### src/rtl/gate_bank_pipe.sv
// Per-channel bitwise gate bank with single-slot output register.
// Multi-beat fold accumulates each channel through the selected gate.
module gate_bank_pipe #(
  parameter int CH    = 4,
  parameter int W     = 8,
  parameter int CNT_W = 16
) (
  input  logic              clk,
  input  logic              rst,
  input  logic              in_valid,
  output logic              in_ready,
  input  logic [CH*3-1:0]   op,
  input  logic [CH*W-1:0]   a,
  input  logic [CH*W-1:0]   b,
  input  logic              fold,
  input  logic              last,
  output logic              out_valid,
  input  logic              out_ready,
  output logic [CH*W-1:0]   y,
  output logic [CNT_W-1:0]  beat_cnt
);

  typedef enum logic {IDLE, ACCUM} state_t;

  state_t            state, state_nx;
  logic [CH*W-1:0]   acc, acc_nx;
  logic [CH*W-1:0]   y_nx, res;
  logic              ov_nx;
  logic              accept;

  function automatic logic [W-1:0] gate(
    input logic [2:0]   o,
    input logic [W-1:0] x,
    input logic [W-1:0] z
  );
    unique case (o)
      3'd0:    gate = x & z;
      3'd1:    gate = x | z;
      3'd2:    gate = x ^ z;
      3'd3:    gate = ~x;
      3'd4:    gate = ~(x & z);
      3'd5:    gate = ~(x | z);
      3'd6:    gate = ~(x ^ z);
      default: gate = x;
    endcase
  endfunction

  assign in_ready = !out_valid || out_ready;
  assign accept   = in_valid && in_ready;

  // While folding, the running accumulator replaces operand a.
  always_comb begin
    res = '0;
    for (int c = 0; c < CH; c++) begin
      res[c*W +: W] = gate(op[c*3 +: 3],
                           (state == ACCUM) ? acc[c*W +: W]
                                            : a[c*W +: W],
                           b[c*W +: W]);
    end
  end

  always_comb begin
    state_nx = state;
    acc_nx   = acc;
    y_nx     = y;
    ov_nx    = out_valid && !out_ready;
    if (accept) begin
      unique case (state)
        IDLE: begin
          if (fold && !last) begin
            acc_nx   = res;
            state_nx = ACCUM;
          end else begin
            y_nx  = res;
            ov_nx = 1'b1;
          end
        end
        ACCUM: begin
          if (last) begin
            y_nx     = res;
            ov_nx    = 1'b1;
            acc_nx   = '0;
            state_nx = IDLE;
          end else begin
            acc_nx = res;
          end
        end
        default: state_nx = IDLE;
      endcase
    end
  end

  always_ff @(posedge clk) begin
    if (rst) begin
      state     <= IDLE;
      acc       <= '0;
      y         <= '0;
      out_valid <= 1'b0;
      beat_cnt  <= '0;
    end else begin
      state     <= state_nx;
      acc       <= acc_nx;
      y         <= y_nx;
      out_valid <= ov_nx;
      if (accept) beat_cnt <= beat_cnt + CNT_W'(1);
    end
  end

endmodule
### config.mk
export PLATFORM = sky130hd
export DESIGN_NAME = gate_bank_pipe
export DESIGN_NICKNAME = d
export VERILOG_FILES = /design/src/rtl/gate_bank_pipe.sv
export SDC_FILE = /design/constraint.sdc
export NUM_CORES = 1
export LEC_CHECK = 0
export CAP_MARGIN = 40
export CORE_MARGIN = 2
export CORE_UTILIZATION = 40
export CTS_CLUSTER_DIAMETER = 80
export DETAILED_ROUTE_END_ITERATION = 6
export GPL_ROUTABILITY_DRIVEN = 0
export HOLD_SLACK_MARGIN = 0.06
export PLACE_DENSITY = 0.65
export SYNTH_ARGS = -nofsm -noshare
export SYNTH_HDL_FRONTEND = slang
export SYNTH_SLANG_ARGS = --single-unit
### constraint.sdc
create_clock -name clk -period 2.2 [get_ports clk]
set_input_delay 0.33 -clock clk [delete_from_list [all_inputs] [get_ports clk]]
set_output_delay 0.33 -clock clk [all_outputs]
set_load 0.03 [all_outputs]
== Yosys cells after proc, flatten, opt, wreduce, memory -nomap -nowiden ==
Index checks and enable logic that the tools add are counted.

* Flip-flop bits (word level): 82
* Output and inout bits: 50

* Add/sub/neg operators: 1
* Equality and inequality tests: 27
* Mux-type cells: 21
* Bitwise operators: 29
* Reduce and logical (&&, ||, !) cells: 13

{| class="wikitable"
|+ Operators by type and width
! kind !! count
|-
| $pmux W8 S7 || 4
|-
| $mux W32 || 4
|-
| $not A8 Y8 || 16
|-
| $pmux W32 S2 || 2
|-
| $eq A3 B3 Y1 const B || 12
|-
| $and A8 B8 Y8 || 4
|-
| $mux W8 || 4
|-
| $or A8 B8 Y8 || 4
|-
| $xor A8 B8 Y8 || 4
|-
| $eq A3 B2 Y1 const B || 8
|-
| $add A16 B1 Y16 const B || 1
|-
| $eq A3 B1 Y1 const B || 4
|-
| $logic_not A3 Y1 || 4
|-
| $ne A2 B2 Y1 const B || 3
|-
| $mux W1 || 5
|-
| $pmux W1 S2 || 2
|-
| $logic_and A1 B1 Y1 || 3
|-
| $logic_not A1 Y1 || 3
|-
| $reduce_and A3 Y1 || 1
|-
| $reduce_and A2 Y1 || 1
|-
| $logic_or A1 B1 Y1 || 1
|-
| $not A1 Y1 || 1
|}

== Logic depth before layout (Yosys ltp) ==
* Depth after elaboration: 6
* Mapped depth: 9

== Worst setup path after synthesis ==
No wires, ideal clock.

* Kind: reg-to-reg
* From: reg state
* To: reg y[27]
* Library setup time: 129 ps
* Arrival time: 1877 ps
* Path slack: 194 ps
* Stages on the path, launching flop included: 9
* Path buffers: 2
* Period minus slack after synthesis: 2006 ps
* Path through: dfxtp_1 buf_6 buf_12 mux2_2 inv_1 ha_1 a221o_1 a211oi_1 o21ai_0

* Word-level cells in the longest chain between the ends: 6

{| class="wikitable"
|+ RTL lines
! item !! line !! source
|-
| from (decl) || 25 || <nowiki>state_t state, state_nx;</nowiki>
|-
| from (signal assigned) || 101 || <nowiki>state <= state_nx;</nowiki>
|-
| $mux W8 || 56 || <nowiki>(state == ACCUM) ? acc[c*W +: W]</nowiki>
|-
| $xor A8 B8 Y8 (tied with other cells) || 39, 43 ||
|-
| $not A8 Y8, on equally long branches || 43, 41, 42 ||
|-
| $pmux W8 S7 || 36 || <nowiki>unique case (o)</nowiki>
|-
| $mux W32, on equally long branches || 79, 70 ||
|-
| $pmux W32 S2 || 68 || <nowiki>unique case (state)</nowiki>
|-
| to (signal assigned) || 103 || <nowiki>y <= y_nx;</nowiki>
|-
| to (decl) || 19 || <nowiki>output logic [CH*W-1:0] y,</nowiki>
|}

Parallel ways exist; a longest one is shown, timed or not. The select of a mux whose other input is x is not followed.
A chain may end at the register's enable or synchronous reset.

== Worst setup path after layout ==
* From: reg state
* To: reg y[29]

Same word-level chain as after synthesis.

==> impl_metrics.toml <==
[outcome]
status = "complete, no violations"

[timing]
grt_setup_unrepaired = "yes"
final_hold_viol_count = 0
finalMaxSlewViolations = 0
period_share_pct = 96.8
max_freq_mhz = 469
fin_ws_ns = 0.0694
setup_violations = 0
finalSetupTns_ns = 0
worst_pin_slew_ns = 0.748
slew_headroom_pct = 50.0
fin_crit_ns = 2.13
clock_skew_ns = 0.00457

[clock_network]
cts_hold_buf = 0
cts_sinks = 82
numCtsBuffers = 9
clk_pin_slew_ns = 0.07
cts.htree.levels = 3
cts_tree = "built"
clock_latency_ns = 0.33
cts_buffer_depth = 2
cts_root_buf = "clkbuf_16"

[logic_synthesis]
synth_most_common_cell = "inv_1"
synth_edf_count = 0
yosysUniqueCellTypes = 55
avgSynthCellArea_um2 = 8.82
synth_top_cell_area_share_pct = 26.2
synthesis.nets = 856
syn_area_um2 = 6250
synth_seq_cells = 82
synth_top_cell_by_area = "dfxtp_1"
async_reset_ff_share_pct = 0
synth.area.top_cells = "dfxtp_1 (26%), ha_1 (13%), inv_1 (5.9%), mux4_2 (5.4%), o2bb2ai_1 (4.5%)"
synth_ff_type = "dfxtp_1"
yosysWarnings = 0
synthCells = 709
ys_seq_area_share_pct = 26.2
synthTopCellsByCount = "inv_1 (98), dfxtp_1 (82), ha_1 (65)"

[placement]
dpl_worst_slack_ns = -0.216
hpwl_um = 12700
place_area_um2 = 8130
io_buffers = 131

[pwr]
ir_drop_v = 0.000316
total_power_mw = 4.89
p_per_area_nw_per_um2 = 567
leakagePower_nw = 3.56

[routing]
routed_wl_um = 17200
via_per_inst = 5.39
drc_errors = 0
dr.first_iter.drc_count = 447
wl_per_cell_um = 15.8
ant_nets = 0
drt_pre_antenna_iters = 5
vias = 5879

[final_layout]
diodes = 0
fin_area_um2 = 8610
nets = 1021
drive_gt1_share_pct = 16.8
finalCoreUtilization_pct = 56.4
fillCellCount = 1343
area_delta_synth_final_pct = 37.7

[setup_path]
cp_slowest_stage_delay_ns = 0.49
worstSetupStartpointType = "flop"
worstSetupPathType = "flop to flop"
critPathArrivalTime_ns = 2.34
critPathTopFamily = "multiplexers"
crit_required_ns = 2.41
crit_slowest_cell = "mux4_2"
cp_cell_sequence = "buf_8 > buf_12 > mux2i_2 > ha_1 > mux4_2 > xnor2_2 > o21ai_1"
cp_num_buf_inv = 2
path_max_fanout = 8
worstSetupEndpointType = "flop"

[grt]
overflow = 0
grt_usage_pct = 20.5
grt_max_degree = 33
grt_pass1_vias = 5816
antenna_found_initial = 0
grt_pass1_wl_um = 27700

[min_path]
min_path_type = "flop to flop"

[floorplan]
core-area_um2 = 15300
die_h_um = 129
die-area_um2 = 16700
start_util_pct = 41.0
die_x_um = 129
io_pins = 132
row_count = 45

[job]
maxCapViolations = 0
-- final timing paths --
path                 startpoint  slack (ns)  cells past startpoint                 end
min           y[5]$_SDFFE_PP0P_        0.45                      2   y[5]$_SDFFE_PP0P_
max          state$_SDFFE_PP0P_        0.07                      7  y[29]$_SDFFE_PP0P_
min reg2reg   y[5]$_SDFFE_PP0P_        0.45                      2   y[5]$_SDFFE_PP0P_
max reg2reg  state$_SDFFE_PP0P_        0.07                      7  y[29]$_SDFFE_PP0P_
-- cells in the final DEF (no fill, tap or decap), types with 6 or more instances in the layout --
master	synthesis	layout
inv_1	98	98
or3_1	8	8
xnor2_1	7	6
mux2i_1	27	18
nand3_1	13	13
a32oi_1	10	10
o2bb2ai_1	32	32
or3b_2	6	6
o21ai_0	34	34
o22ai_1	6	6
mux2_2	6	6
nor2_1	16	16
nor2b_1	20	20
mux4_2	15	15
a22oi_1	11	8
a21oi_1	21	20
a211o_1	10	10
buf_4	0	61
o21ai_1	17	17
nand2_1	59	59
dfxtp_1	82	81
xnor2_2	11	12
nand2b_1	12	12
a221o_1	16	16
clkdlybuf4s50_1	0	131
o221ai_1	8	8
clkbuf_16	0	9
o211ai_1	9	9
mux2i_2	0	7
ha_1	65	65
-- registers in the layout (all words and copies together) (netlist names) --
register	count
y	32
out_valid	1
acc	32
state	1
beat_cnt	16
-- metal layers --
metal  routed length [µm]  vias up  global-route usage, %
met5                    0        -                      0
met4                  274        0                   6.14
met3                  923       27                   3.88
met2                 8180      174                   35.1
met1                 7800     2812                   26.4
li1                     -     2866                      -
-- power breakdown --
part	switching (mW)	internal, mW
Combinational	0.731	0.744
Sequential	0.0668	1.58
Clock	0.654	1.11
Total	1.45	3.43
-- layout make-up --
cell class	count	area [µm²]	area share, %
Clock buffer	9	225	2.62
Clock inverter	7	116	1.35
Inverter	99	372	4.32
Multi-Input combinational cell	484	4100	47.6
Sequential cell	82	1650	19.1
Tap cell	211	264	3.07
Timing Repair Buffer	198	1890	22.0
-- worst reg2reg max path, cell delays in order (launching register included) --
cell	delay [ns]
dfxtp_4	0.44
buf_8	0.17
buf_12	0.14
mux2i_2	0.27
ha_1	0.27
mux4_2	0.49
xnor2_2	0.17
o21ai_1	0.07
-- metrics by stage --
stage / hold WS, ns / instances
2_1_floorplan: 0.427 / 709
3_5_place_dp: 0.445 / 1069
6_report: 0.453 / 1090
5_1_grt: 0.478 / 1090
4_1_cts: 0.455 / 1086
3_3_place_gp: 0.440 / 1068
-- logic make-up after synthesis --
kind of cell               Yosys count  share of synthesized area (%)
buffers and inverters              143                           10.0
and+or+nand+nor                    160                           13.8
AOI/OAI and AO/OA                  191                           22.0
adders and majority gates           65                           13.0
muxes                               48                           10.8
DFF                                 82                           26.2
xor gates and xnor gates            20                           4.12
-- timing repair --
item | 4_1_cts | 5_1_grt
gates resized for setup | 2 | 18
endpoints found under the hold margin | 0 | 0
setup buffers | 1 | 4
setup endpoints to repair | 61 | 49
(Power assumes the default switching activity.)
